File: src/rtl/fetch_stage_pkg.sv
// Shared types for the fetch stage: word type, redirect source encoding and fetch FSM states.
package fetch_stage_pkg;

    localparam int unsigned WORD_W = 32;

    typedef logic [WORD_W-1:0] word_t;

    typedef enum logic [1:0] {
        REDIR_BR = 2'b00,
        REDIR_J  = 2'b01,
        REDIR_JR = 2'b10
    } redir_t;

    typedef enum logic [1:0] {
        FETCH  = 2'b00,
        RWAIT  = 2'b01,
        HALTED = 2'b10
    } fetch_state_t;

    localparam word_t NOP_WORD   = 32'h0000_0000;
    localparam word_t WORD_BYTES = 32'd4;

endpackage

File: src/rtl/fetch_stage_if.sv
// Fetch-stage bundle: imem handshake, hazard/redirect controls and the IF/ID latch outputs.
interface fetch_stage_if;
    import fetch_stage_pkg::*;

    logic       ihit;
    logic       dhit;
    word_t      imemload;
    logic       imemREN;
    word_t      imemaddr;
    logic       load_use;
    logic       redirect;
    logic [1:0] redirect_sel;
    word_t      branch_target;
    word_t      jump_addr;
    word_t      jr_addr;
    logic       halt;
    word_t      instruction;
    word_t      inst_addr;
    word_t      pp4_out;
    logic       valid;

    // Fetch stage side
    modport fe (
        input  ihit, dhit, imemload, load_use, redirect, redirect_sel,
               branch_target, jump_addr, jr_addr, halt,
        output imemREN, imemaddr, instruction, inst_addr, pp4_out, valid
    );

    // Rest of the pipeline / memory side
    modport cpu (
        output ihit, dhit, imemload, load_use, redirect, redirect_sel,
               branch_target, jump_addr, jr_addr, halt,
        input  imemREN, imemaddr, instruction, inst_addr, pp4_out, valid
    );

endinterface

File: src/rtl/fetch_stage_pc_sel.sv
// Redirect target mux and sequential PC+4 adder (wraps modulo 2^32).
module fetch_stage_pc_sel
    import fetch_stage_pkg::*;
(
    input  word_t      pc,
    input  logic [1:0] sel,
    input  word_t      branch_target,
    input  word_t      jump_addr,
    input  word_t      jr_addr,
    output word_t      target_c,
    output word_t      pc4_c,
    output logic       sel_ok_c
);

    // Encoding 11 has no source; flagged so the caller ignores the redirect
    always_comb begin
        target_c = branch_target;
        sel_ok_c = 1'b1;
        case (sel)
            2'(REDIR_BR): target_c = branch_target;
            2'(REDIR_J):  target_c = jump_addr;
            2'(REDIR_JR): target_c = jr_addr;
            default:      sel_ok_c = 1'b0;
        endcase
    end

    assign pc4_c = pc + WORD_BYTES;

endmodule

File: src/rtl/fetch_stage.sv
// MIPS instruction-fetch stage: owns the PC, issues imem reads and drives the IF/ID latch.
module fetch_stage
    import fetch_stage_pkg::*;
#(
    parameter word_t PC_INIT  = 32'h0000_0000,
    parameter word_t NOP_INST = NOP_WORD
) (
    input  logic     CLK,
    input  logic     nRST,
    fetch_stage_if.fe fif
);

    fetch_state_t state;
    word_t        pc;
    word_t        pend_pc;
    word_t        ifid_inst;
    word_t        ifid_addr;
    word_t        ifid_pp4;
    logic         ifid_valid;

    word_t target_c;
    word_t pc4_c;
    logic  sel_ok_c;
    logic  redir_c;

    fetch_stage_pc_sel u_pc_sel (
        .pc            (pc),
        .sel           (fif.redirect_sel),
        .branch_target (fif.branch_target),
        .jump_addr     (fif.jump_addr),
        .jr_addr       (fif.jr_addr),
        .target_c      (target_c),
        .pc4_c         (pc4_c),
        .sel_ok_c      (sel_ok_c)
    );

    assign redir_c = fif.redirect && sel_ok_c;

    // Fetch FSM together with PC, pending target and IF/ID latch
    always_ff @(posedge CLK or negedge nRST) begin
        if (!nRST) begin
            state      <= FETCH;
            pc         <= PC_INIT;
            pend_pc    <= '0;
            ifid_inst  <= NOP_INST;
            ifid_addr  <= '0;
            ifid_pp4   <= '0;
            ifid_valid <= 1'b0;
        end else begin
            case (state)
                FETCH: begin
                    if (fif.halt) begin
                        state      <= HALTED;
                        ifid_inst  <= NOP_INST;
                        ifid_addr  <= '0;
                        ifid_pp4   <= '0;
                        ifid_valid <= 1'b0;
                    end else if (redir_c) begin
                        // Redirect beats load_use: the stalled word is on the wrong path
                        ifid_inst  <= NOP_INST;
                        ifid_addr  <= '0;
                        ifid_pp4   <= '0;
                        ifid_valid <= 1'b0;
                        if (fif.ihit) begin
                            pc <= target_c;
                        end else begin
                            pend_pc <= target_c;
                            state   <= RWAIT;
                        end
                    end else if (fif.load_use) begin
                        state <= FETCH;
                    end else if (fif.ihit) begin
                        pc         <= pc4_c;
                        ifid_inst  <= fif.imemload;
                        ifid_addr  <= pc;
                        ifid_pp4   <= pc4_c;
                        ifid_valid <= 1'b1;
                    end else if (fif.dhit) begin
                        ifid_inst  <= NOP_INST;
                        ifid_addr  <= '0;
                        ifid_pp4   <= '0;
                        ifid_valid <= 1'b0;
                    end
                end
                RWAIT: begin
                    // Outstanding read to the stale PC must finish before we jump
                    if (fif.halt) begin
                        state <= HALTED;
                    end else if (fif.ihit) begin
                        pc    <= redir_c ? target_c : pend_pc;
                        state <= FETCH;
                    end else if (redir_c) begin
                        pend_pc <= target_c;
                    end
                end
                HALTED: begin
                    state <= HALTED;
                end
                default: begin
                    state <= FETCH;
                end
            endcase
        end
    end

    assign fif.imemREN     = (state != HALTED);
    assign fif.imemaddr    = pc;
    assign fif.instruction = ifid_inst;
    assign fif.inst_addr   = ifid_addr;
    assign fif.pp4_out     = ifid_pp4;
    assign fif.valid       = ifid_valid;

    a_redirect_sel_legal : assert property (
        @(posedge CLK) disable iff (!nRST)
        (state == HALTED) || !(fif.redirect && fif.redirect_sel == 2'b11)
    );

endmodule

File: src/flat_wrapper.sv
// flat-port wrapper written by rule: the top's interface ports become plain ports
module fetch_stage_flat import fetch_stage_pkg::*;
#(
    parameter word_t PC_INIT  = 32'h0000_0000,
    parameter word_t NOP_INST = NOP_WORD
)
  (CLK, nRST, fif_ihit, fif_dhit, fif_imemload, fif_load_use, fif_redirect, fif_redirect_sel, fif_branch_target, fif_jump_addr, fif_jr_addr, fif_halt, fif_imemREN, fif_imemaddr, fif_instruction, fif_inst_addr, fif_pp4_out, fif_valid);
  fetch_stage_if fif_i ();
  input  logic CLK;
  input  logic nRST;
  input wire logic [$bits(fif_i.ihit)-1:0] fif_ihit;
  input wire logic [$bits(fif_i.dhit)-1:0] fif_dhit;
  input wire logic [$bits(fif_i.imemload)-1:0] fif_imemload;
  input wire logic [$bits(fif_i.load_use)-1:0] fif_load_use;
  input wire logic [$bits(fif_i.redirect)-1:0] fif_redirect;
  input wire logic [$bits(fif_i.redirect_sel)-1:0] fif_redirect_sel;
  input wire logic [$bits(fif_i.branch_target)-1:0] fif_branch_target;
  input wire logic [$bits(fif_i.jump_addr)-1:0] fif_jump_addr;
  input wire logic [$bits(fif_i.jr_addr)-1:0] fif_jr_addr;
  input wire logic [$bits(fif_i.halt)-1:0] fif_halt;
  output wire logic [$bits(fif_i.imemREN)-1:0] fif_imemREN;
  output wire logic [$bits(fif_i.imemaddr)-1:0] fif_imemaddr;
  output wire logic [$bits(fif_i.instruction)-1:0] fif_instruction;
  output wire logic [$bits(fif_i.inst_addr)-1:0] fif_inst_addr;
  output wire logic [$bits(fif_i.pp4_out)-1:0] fif_pp4_out;
  output wire logic [$bits(fif_i.valid)-1:0] fif_valid;
  assign fif_i.ihit = fif_ihit;
  assign fif_i.dhit = fif_dhit;
  assign fif_i.imemload = fif_imemload;
  assign fif_i.load_use = fif_load_use;
  assign fif_i.redirect = fif_redirect;
  assign fif_i.redirect_sel = fif_redirect_sel;
  assign fif_i.branch_target = fif_branch_target;
  assign fif_i.jump_addr = fif_jump_addr;
  assign fif_i.jr_addr = fif_jr_addr;
  assign fif_i.halt = fif_halt;
  assign fif_imemREN = fif_i.imemREN;
  assign fif_imemaddr = fif_i.imemaddr;
  assign fif_instruction = fif_i.instruction;
  assign fif_inst_addr = fif_i.inst_addr;
  assign fif_pp4_out = fif_i.pp4_out;
  assign fif_valid = fif_i.valid;
  fetch_stage #(.PC_INIT(PC_INIT), .NOP_INST(NOP_INST)) u_core (.CLK(CLK), .nRST(nRST), .fif(fif_i));
endmodule
File: config.mk
export PLATFORM = sky130hd
export DESIGN_NAME = fetch_stage_flat
export DESIGN_NICKNAME = d
export VERILOG_FILES = /design/src/rtl/fetch_stage_pkg.sv /design/src/rtl/fetch_stage_if.sv /design/src/rtl/fetch_stage_pc_sel.sv /design/src/rtl/fetch_stage.sv /design/src/flat_wrapper.sv
export SDC_FILE = /design/constraint.sdc
export NUM_CORES = 1
export LEC_CHECK = 0
export ABC_AREA = 1
export CAP_MARGIN = 20
export CORE_MARGIN = 2
export CORE_UTILIZATION = 43
export DETAILED_ROUTE_END_ITERATION = 16
export GPL_ROUTABILITY_DRIVEN = 0
export PLACE_DENSITY = 0.83
export SETUP_SLACK_MARGIN = 0.15
export SLEW_MARGIN = 15
export SYNTH_ARGS = -nofsm -noshare
export SYNTH_HDL_FRONTEND = slang
export SYNTH_SLANG_ARGS = --single-unit
File: constraint.sdc
create_clock -name CLK -period 1.5 [get_ports CLK]
set_input_delay 0.15 -clock CLK [delete_from_list [all_inputs] [get_ports CLK]]
set_output_delay 0.15 -clock CLK [all_outputs]
set_load 0.1 [all_outputs]
==> out/results.txt, run 1 <==
The chip height is 147 microns. Initial cell density of the core: 0.436. Port buffering added 266 buffers. Master cell of the clock root buffer: clkbuf_16. The tool reported: "[ERROR DPL-0033] detailed placement checks failed during check placement". For this run, the number of Yosys warnings is 0.

Area of the mapped netlist: 8760 sq um. After the last repair the worst path ends at a register data pin. In this run the cell area measured after placement is 14200 sq um. After synthesis, the mean cell area works out to 7.41 sq um. The sequential cell area fraction in the yosys report was 0.460; the number of placement rows was 52. In this run, distinct cell masters in the synthesized netlist total 27.

The number of nets in the synthesized netlist is 1323. After legalization and detailed placement, the total HPWL measured 23.4 mm. Final worst endpoint reported by repair_timing after global routing: u_core.pend_pc[22]$_DFFE_PN0P_/D. The run gives 1182 as the cell count after synthesis. The run gives 1766 as the placed instance count.

The logs give 2 for the worst-case clock buffer depth and 161 for the number of clock sinks. The logs give 4 for the number of H-tree levels and 17 for the number of clock buffers inserted by TritonCTS. The tools report the top-level port count as 267. The run stopped with a tool error. Progress stopped at 5_1_grt.

The number of antenna violations at the first check in global routing is 4. The x dimension of the die was 147 microns; the pin count of the biggest net entering global routing was 49. The number of synthesized register bits works out to 161.
==> stage by stage <==
step	setup WS, ns	TNS (ns)	hold WS, ns
2_1_floorplan	-0.240	-5.06	-0.146
3_5_place_dp	-0.692	-97.79	0.0922
3_3_place_gp	-0.617	-91.22	0.0968
4_1_cts	-0.194	-7.54	0.202
==> repair_timing <==
item / in CTS
gates cloned: 33
pin swaps: 58
buffers inserted: 70
endpoints found under the hold margin: 35
endpoints found under the setup margin: 188
gates resized for setup: 338
hold buffers: 1
==> synth_stat cells, drive strengths merged <==
master	count	area, sq um
o21ai	27	135
o211ai	60	450
nand2	316	1190
inv	185	694
a211oi	1	12.5
ha	4	50.1
dfrtp	161	4030
nor4	1	6.26
nand3	51	260
and2	1	6.26
o21bai	1	7.51
a31oi	34	213
buf	29	143
a21oi	51	255
o22ai	88	551
xor2	13	114
nor2	103	397
a22oi	5	37.5
nand4	7	43.8
clkbuf	43	161
nor3b	1	7.51
==> kinds of logic after synthesis <==
kind of cell               Yosys count  synth area share
xor gates and xnor gates            13            0.0130
buffers and inverters              257             0.114
DFF                                161             0.460
adders and majority gates            4           0.00571
and+or+nand+nor                    480             0.218
AOI/OAI and AO/OA                  267             0.190
==> run 2: changes to the inputs <==
- CORE_UTILIZATION: 43 -> 30
- PLACE_DENSITY: 0.83 -> default
- PLACE_DENSITY_LB_ADDON: default -> 0.15
- SETUP_SLACK_MARGIN: 0.15 -> default
- clock period: 1.5 -> 2 ns (I/O delays scaled with it)
==> out/results.txt, run 2 <==
Synthesized netlist net count: 1323 (unchanged). The logs give 2 (unchanged) for the worst-case clock buffer depth and 14.4 mW for the net switching power figure. The logs give 29.1 mm for the final wirelength and 0 for the max-slew violation total from the final report.

The run gives 0 as the number of antenna violations at the first check in global routing. The start-to-end type of the worst setup path was in -> reg. For the leakage power total, the log shows 6.15 nW. The layout has 2929 filler cells. The final layout contains 1619 nets.

Number of synthesized flops with an enable pin: 0 (unchanged). The master cell of the clock root buffer is clkbuf_16. Setup repair after global routing left no endpoint under its margin. Setup violations remaining at the end of the flow were counted as 0. The routed via count divided by cell count is 4.64, and the final critical delay including setup and external delays is 1.85 ns.

The post-layout utilization of the core was 0.445. Across all hold checks on the routed design, the worst slack comes to 0.241 ns. The synthesized area divided by synthesized cell count works out to 7.41 sq um (unchanged). Between clock sinks in the finished design, the worst skew comes to 0.0114 ns. TritonCTS built the clock tree.

The most common cell in the synthesized netlist is nand2_1. The sequential fraction of design power was 0.239; the number of clock sinks was 161 (unchanged). Dividing the detail-routed wire length by the instance count gives 15.5 microns. The dominant combinational cell family by area after synthesis was simple AND/OR/NAND/NOR gates. STA classifies the critical path endpoint as a flop. The run gives 0.619 as the normalized max-slew margin. After floorplanning, the core was sized to cover 28700 sq um. The floorplan step defined a die boundary enclosing 30600 sq um. The post-route clock period utilization works out to 0.924. The final hold violation count is 0. The biggest area contributor in the post-synthesis netlist is dfrtp_1.

The simple-gate area share of the yosys netlist came out at 0.218 (unchanged). The total of buffers placed on input and output ports is 266 (unchanged), and the x dimension of the die is 175 microns (+19%). The run finished with clean final reports. Sequential cell area fraction in the yosys report: 0.460 (unchanged).

In this run the worst hold path is classified as in -> async. The count of maximum capacitance violations was 0. The tools report the via count of the first global-routing pass as 8173. The distinct cell type count of the synthesized netlist was 27 (unchanged); the number of diodes added for antenna fixing was 0. Arithmetic-cell share of the synthesized area counting full adders, half adders and majority gates: 0.00571 (unchanged).

Estimated wirelength of the detail-placed design: 22.4 mm (-4.3%). The number of synthesized register bits is 161 (unchanged). The most used flip-flop cell after synthesis is dfrtp_1.

The worst slack at placement is -0.283 ns (+0.409 ns). In this run, the number of DRC markers left after iteration 0 of detailed routing was 540. The switching share of power is 0.585. The placed cell area came out at 12100 sq um (-14%). The power density over cell area was 1920 nW/um^2. Chip height: 175 microns (+19%).

The tools report the area of the mapped netlist as 8760 sq um (unchanged). Leaving out fill and tap cells, the most frequent cells in the layout are nand2_1, buf_4, inv_1. The logs give 0 for the number of design rule violations left after detail routing and 12800 sq um for the final design instance area without fill. After synthesis, the most frequently instantiated cells are nand2_1, inv_1, dfrtp_1. The most frequent standard cell in the layout excluding fill and tap cells is nand2_1.

The post-synthesis xor/xnor area fraction was 0.0130 (unchanged). VDD sags by at most 1.01 mV. After clock tree synthesis, the clock-pin slew on the worst setup and hold paths is 0.07 ns. The area share of the largest cell type after synthesis is 0.460 (unchanged), and the number of placement rows is 62 (+19%). Entering global routing, the biggest net connects 64 pins. Share of synthesized area spent on multiplexers: 0 (unchanged). By area the synthesized netlist is led by dfrtp_1, nand2_1, inv_1. The cell count after synthesis was 1182 (unchanged); the final worst setup slack was 0.152 ns.

The first detailed-routing pass ran for 5 iterations. The combined global-route utilization of all metal layers came out at 0.191. Relative to the synthesized area, the layout overhead comes to 45.7%. The initial cell density of the core came out at 0.305 (-0.131). Timing would allow up to 541 MHz. Data on the critical path arrives at its endpoint at 2.16 ns. The largest fanout on the critical path works out to 48. The share of final-layout standard cells stronger than drive strength 1 is 0.187. In this run the remaining antenna-violating nets after routing total 0. For the top-level port count, the log shows 267 (unchanged). The async set-reset flop share out of synthesis works out to 1.00 (unchanged). STA classifies the critical path startpoint as a primary input.

The share of power burned in combinational logic is 0.629. The count of synthesis-stage warnings from yosys came out at 0 (unchanged). Detailed routing inserted a total of 8696 vias. The area fraction in compound gates after synthesis works out to 0.190 (unchanged).

Number of clock buffers inserted by TritonCTS: 17 (unchanged). The first-pass GRT wire length was 45.9 mm. The transition time of the tightest slew-check pin is 0.571 ns.

The tools report the source-to-sink clock delay at the later pin of the worst-skew pair as 0.43 ns. The number of H-tree levels came out at 4 (unchanged). The part of the total power dissipated in the clock network is 0.133. After global routing the overflow that remains totals 0. Cell internal power was estimated by the tool at 10.2 mW.

STA puts the critical path data required time at 2.31 ns.
[run 2: critical path: stages]
cell and delay (ns):
clkdlybuf4s50_1 0.47, inv_1 0.06, ha_1 0.31, inv_2 0.10, buf_12 0.19, buf_4 0.15, o211ai_1 0.28, nand2_1 0.15
a21oi_1 0.16, a21oi_1 0.08
[run 2: cell type report]
type	instances	area [sq um]	share of cell area
Timing Repair Buffer	349	3160	0.248
Tap cell	384	480	0.0377
Clock inverter	13	138	0.0108
Clock buffer	19	443	0.0347
Inverter	185	694	0.0544
Sequential cell	161	4060	0.318
Multi-Input combinational cell	764	3780	0.296
[run 2: cells by family after synthesis]
| family | Yosys count |
|---|---|
| simple gates | 480 |
| compound gates | 267 |
| buf+inv | 257 |
| fa+ha+maj | 4 |
| flops | 161 |
| xor+xnor | 13 |
[run 2: worst paths after layout]
kind | from | cells past startpoint | end | slack, ns
worst max-delay path | fif_redirect_sel[0] | 10 | u_core.fif.imemaddr[21] | 0.15
worst min-delay path | nRST | 2 | u_core.pend_pc[1] | 0.24
worst max register to register | u_core.fif.imemaddr[3] | 11 | u_core.fif.imemaddr[28] | 0.15
worst min register to register | u_core.fif.pp4_out[14] | 2 | u_core.fif.pp4_out[14] | 0.54
max in group asynchronous | nRST | 3 | u_core.fif.imemaddr[14] | 1.03
min in group CLK | fif_imemload[29] | 3 | u_core.fif.instruction[29] | 0.32
[run 2: power groups by stage]
stage	sequential [mW]	combinational [mW]	clock, mW
4_1_cts	5.88	15.4	3.34
5_1_grt	6.08	16.2	3.47
6_report	5.86	15.4	3.26
3_3_place_gp	5.88	15.4	0
3_5_place_dp	5.94	15.4	0
2_1_floorplan	13.9	3.41	0
[run 2: timing repair]
item / 4_1_cts / 5_1_grt
setup endpoints to repair: 0 / 9
hold endpoints to repair: 36 / 0
setup buffers: 0 / 2
hold buffers: 1 / 0
gates resized for setup: 0 / 6
[run 2: through the flow]
step	TNS, ns	instances	power, mW
after floorplan	0	1182	17.3
after global placement	-22.23	1840	21.2
after detailed placement	-24.22	1840	21.4
after CTS	0	1873	24.7
after global routing	0	1875	25.8
final	0	1875	24.5
[run 2: metal layers]
| metal | part of all wire | global-route usage |
|---|---|---|
| met5 | 0 | 0 |
| met4 | 0.012 | 0.0462 |
| met3 | 0.065 | 0.0387 |
| met2 | 0.41 | 0.276 |
| met1 | 0.51 | 0.289 |
Power figures use the tool's default switching activity.
==> run 3: changes to the inputs <==
- MAX_ROUTING_LAYER: default -> met4
- SLEW_MARGIN: 15 -> 40
==> out/results.txt, run 3 (same netlist as run 2, synthesis figures left out) <==
Clock slew at the register clock pins of the worst setup and hold paths: 0.07 ns (about the same). Upper clock frequency limit: 532 MHz (-1.6%). The core footprint was 28700 sq um (unchanged). The final hold slack is 0.240 ns (-0.000838 ns), and the top-level port count is 267 (unchanged).

The count of maximum capacitance violations was 0 (unchanged). Final critical delay including setup and external delays: 1.88 ns (+0.0304 ns). The remaining global-route overflow came out at 0 (unchanged).

Required time reported for the critical path endpoint: 2.31 ns (about the same). STA classifies the critical path endpoint as a flop. The flow ran to the end, and the final reports show no timing, DRC or antenna violations. The first-pass GRT wire length came out at 45.8 mm (-0.14%). The final hold violation count was 0 (unchanged). The largest fanout on the critical path is 48 (unchanged).

The worst setup path is of the in -> reg kind. The chip height was 175 microns (unchanged); the post-layout utilization of the core was 0.445 (unchanged). The number of setup violations in the final report is 0 (unchanged).

Area overhead of the layout relative to synthesis: 45.7% (unchanged). The pin count of the biggest net entering global routing was 64 (unchanged). Estimated wirelength of the detail-placed design: 22.4 mm (unchanged). Number of violations reported at the end of detailed-routing iteration 0: 512 (-5.2%). The final wirelength was 29.2 mm (+0.41%); the worst setup skew after layout was 0.0122 ns (+0.000725 ns).

The tools report the number of clock buffers inserted by TritonCTS as 17 (unchanged). The leakage power total came out at 6.15 nW (unchanged). The area used by multi-input combinational logic was 3780 sq um (unchanged). The worst setup path is launched from a primary input. TritonCTS built the clock tree. For the sequential cell area, the log shows 4060 sq um (unchanged). Share of final-layout standard cells stronger than drive strength 1: 0.187 (unchanged).

The post-layout net count was 1619 (unchanged). The max-slew violation total from the final report is 0 (unchanged), and the final design instance area without fill is 12800 sq um (unchanged). The post-layout total power came out at 24.6 mW (about the same).

The number of antenna violations at the first check in global routing came out at 0 (unchanged). The total of buffers placed on input and output ports is 266 (unchanged), and the number of clock sinks is 161 (unchanged). The library cell used most frequently in the layout, excluding fill and tap cells, is nand2_1. The run gives 5 (unchanged) as the number of search-and-repair iterations in the first detailed-routing pass.

Wire length per cell after detailed routing: 15.6 microns (+0.41%). The arrival time of data at the critical path endpoint came out at 2.19 ns (+0.03 ns). The logs give 2 (unchanged) for the worst-case clock buffer depth and 0.14 ns (about the same) for the register-to-register setup slack. The number of placement rows is 62 (unchanged), and the floorplan die area is 30600 sq um (unchanged). The number of design rule violations left after detail routing is 0 (unchanged).

In the layout the commonest cells are nand2_1, buf_4, inv_1. The stage delay of the slowest cell on the critical path is 0.47 ns (about the same). Traced cell by cell, the critical path runs through clkdlybuf4s50_1, inv_1, ha_1, inv_2, buf_12, buf_4, o211ai_1, nand2_1, a21oi_1, a21oi_1. Filler cell count in the final layout: 2929 (unchanged).

The cell with the biggest individual delay on the critical path is clkdlybuf4s50_1. Initial cell density of the core: 0.305 (unchanged). For the sum of negative setup slack, the log shows 0 ns (unchanged). Transition time of the tightest slew-check pin: 0.573 ns (+0.00199 ns).

The residual antenna-violating net count after detailed routing was 0 (unchanged); the x dimension of the die was 175 microns (unchanged). The power density over cell area works out to 1920 nW/um^2 (about the same). The placed cell area is 12100 sq um (unchanged).

For the number of diodes added for antenna fixing, the log shows 0 (unchanged). The routed via count divided by cell count came out at 4.64 (about the same). The worst vdd rail ir drop is 1.01 mV (about the same), and the post-route clock period utilization is 0.939 (+0.0152). The source-to-sink clock delay at the later pin of the worst-skew pair was 0.43 ns (about the same); the number of H-tree levels was 4 (unchanged). The combined global-route utilization of all metal layers was 0.197 (+0.00596); the normalized max-slew margin was 0.618 (-0.00133). For the total via count after detailed routing, the log shows 8702 (+0.069%). Setup repair after global routing left no endpoint under its margin.

In this run the worst hold path is classified as in -> async. In this run the clock root is driven by a clkbuf_16. The most used cell along the critical path is a21oi_1. For the via count of the first global-routing pass, the log shows 8203 (+0.37%).
run 3: cell counts in the layout (fill, tap and decap cells not counted):
Identical to the previous run, type by type.
run 3: worst paths after layout:
path | start | cells past startpoint | to
min in group CLK | fif_imemload[29] | 3 | u_core.fif.instruction[29]
max | fif_redirect_sel[0] | 10 | u_core.fif.imemaddr[21]
max in group asynchronous | nRST | 3 | u_core.fif.imemaddr[17]
min reg2reg | u_core.fif.pp4_out[14] | 2 | u_core.fif.pp4_out[14]
max reg2reg | u_core.fif.imemaddr[3] | 11 | u_core.fif.imemaddr[28]
min | nRST | 2 | u_core.pend_pc[1]
run 3: through the flow:
step,setup WS [ns],cells
after floorplan,0.00906,1182
after global placement,-0.248,1840
after detailed placement,-0.283,1840
after CTS,0.104,1873
after global routing,0.00372,1875
final,0.122,1875
run 3: per-layer routing:
metal / share of wire / wire, microns / GRT usage / vias to the layer above
met3: 0.057 / 1680 / 0.0331 / 16
met5: 0 / 0 / - / -
li1: - / - / - / 4477
met1: 0.52 / 15200 / 0.295 / 3902
met2: 0.41 / 12100 / 0.274 / 307
met4: 0.011 / 317 / 0.0451 / 0
run 3: repair_timing:
action / 4_1_cts / 5_1_grt
hold buffers: 1 / 0
endpoints found under the hold margin: 36 / 0
endpoints found under the setup margin: 0 / 9
setup buffers: 0 / 2
resized for setup: 0 / 6
run 3: final cells by class:
cell class                 instances  area share
sequential                       161       0.318
timing repair buffer             349       0.248
multi-input combinational        764       0.296
inverter                         185      0.0544
tap                              384      0.0377
clock buffer                      19      0.0347
clock inverter                    13      0.0108
run 3: report_power, final:
group          internal (mW)  switching (mW)  leakage, nW
clock network           1.87            1.38        0.279
logic                   3.57            11.9         3.81
registers               4.75            1.11         2.06
run 3: worst max-delay path, delay by kind of cell:
family | cells | cell delay, ns
buf+inv | 5 | 0.97
compound gates | 3 | 0.54
simple gates | 1 | 0.16
fa+ha+maj | 1 | 0.31
==> run 4: changes to the inputs <==
- SLEW_MARGIN: 40 -> default
- TNS_END_PERCENT: default -> 100
==> results of run 4 <==
No change in the layout: final DEF, timing and power equal those of run 3.
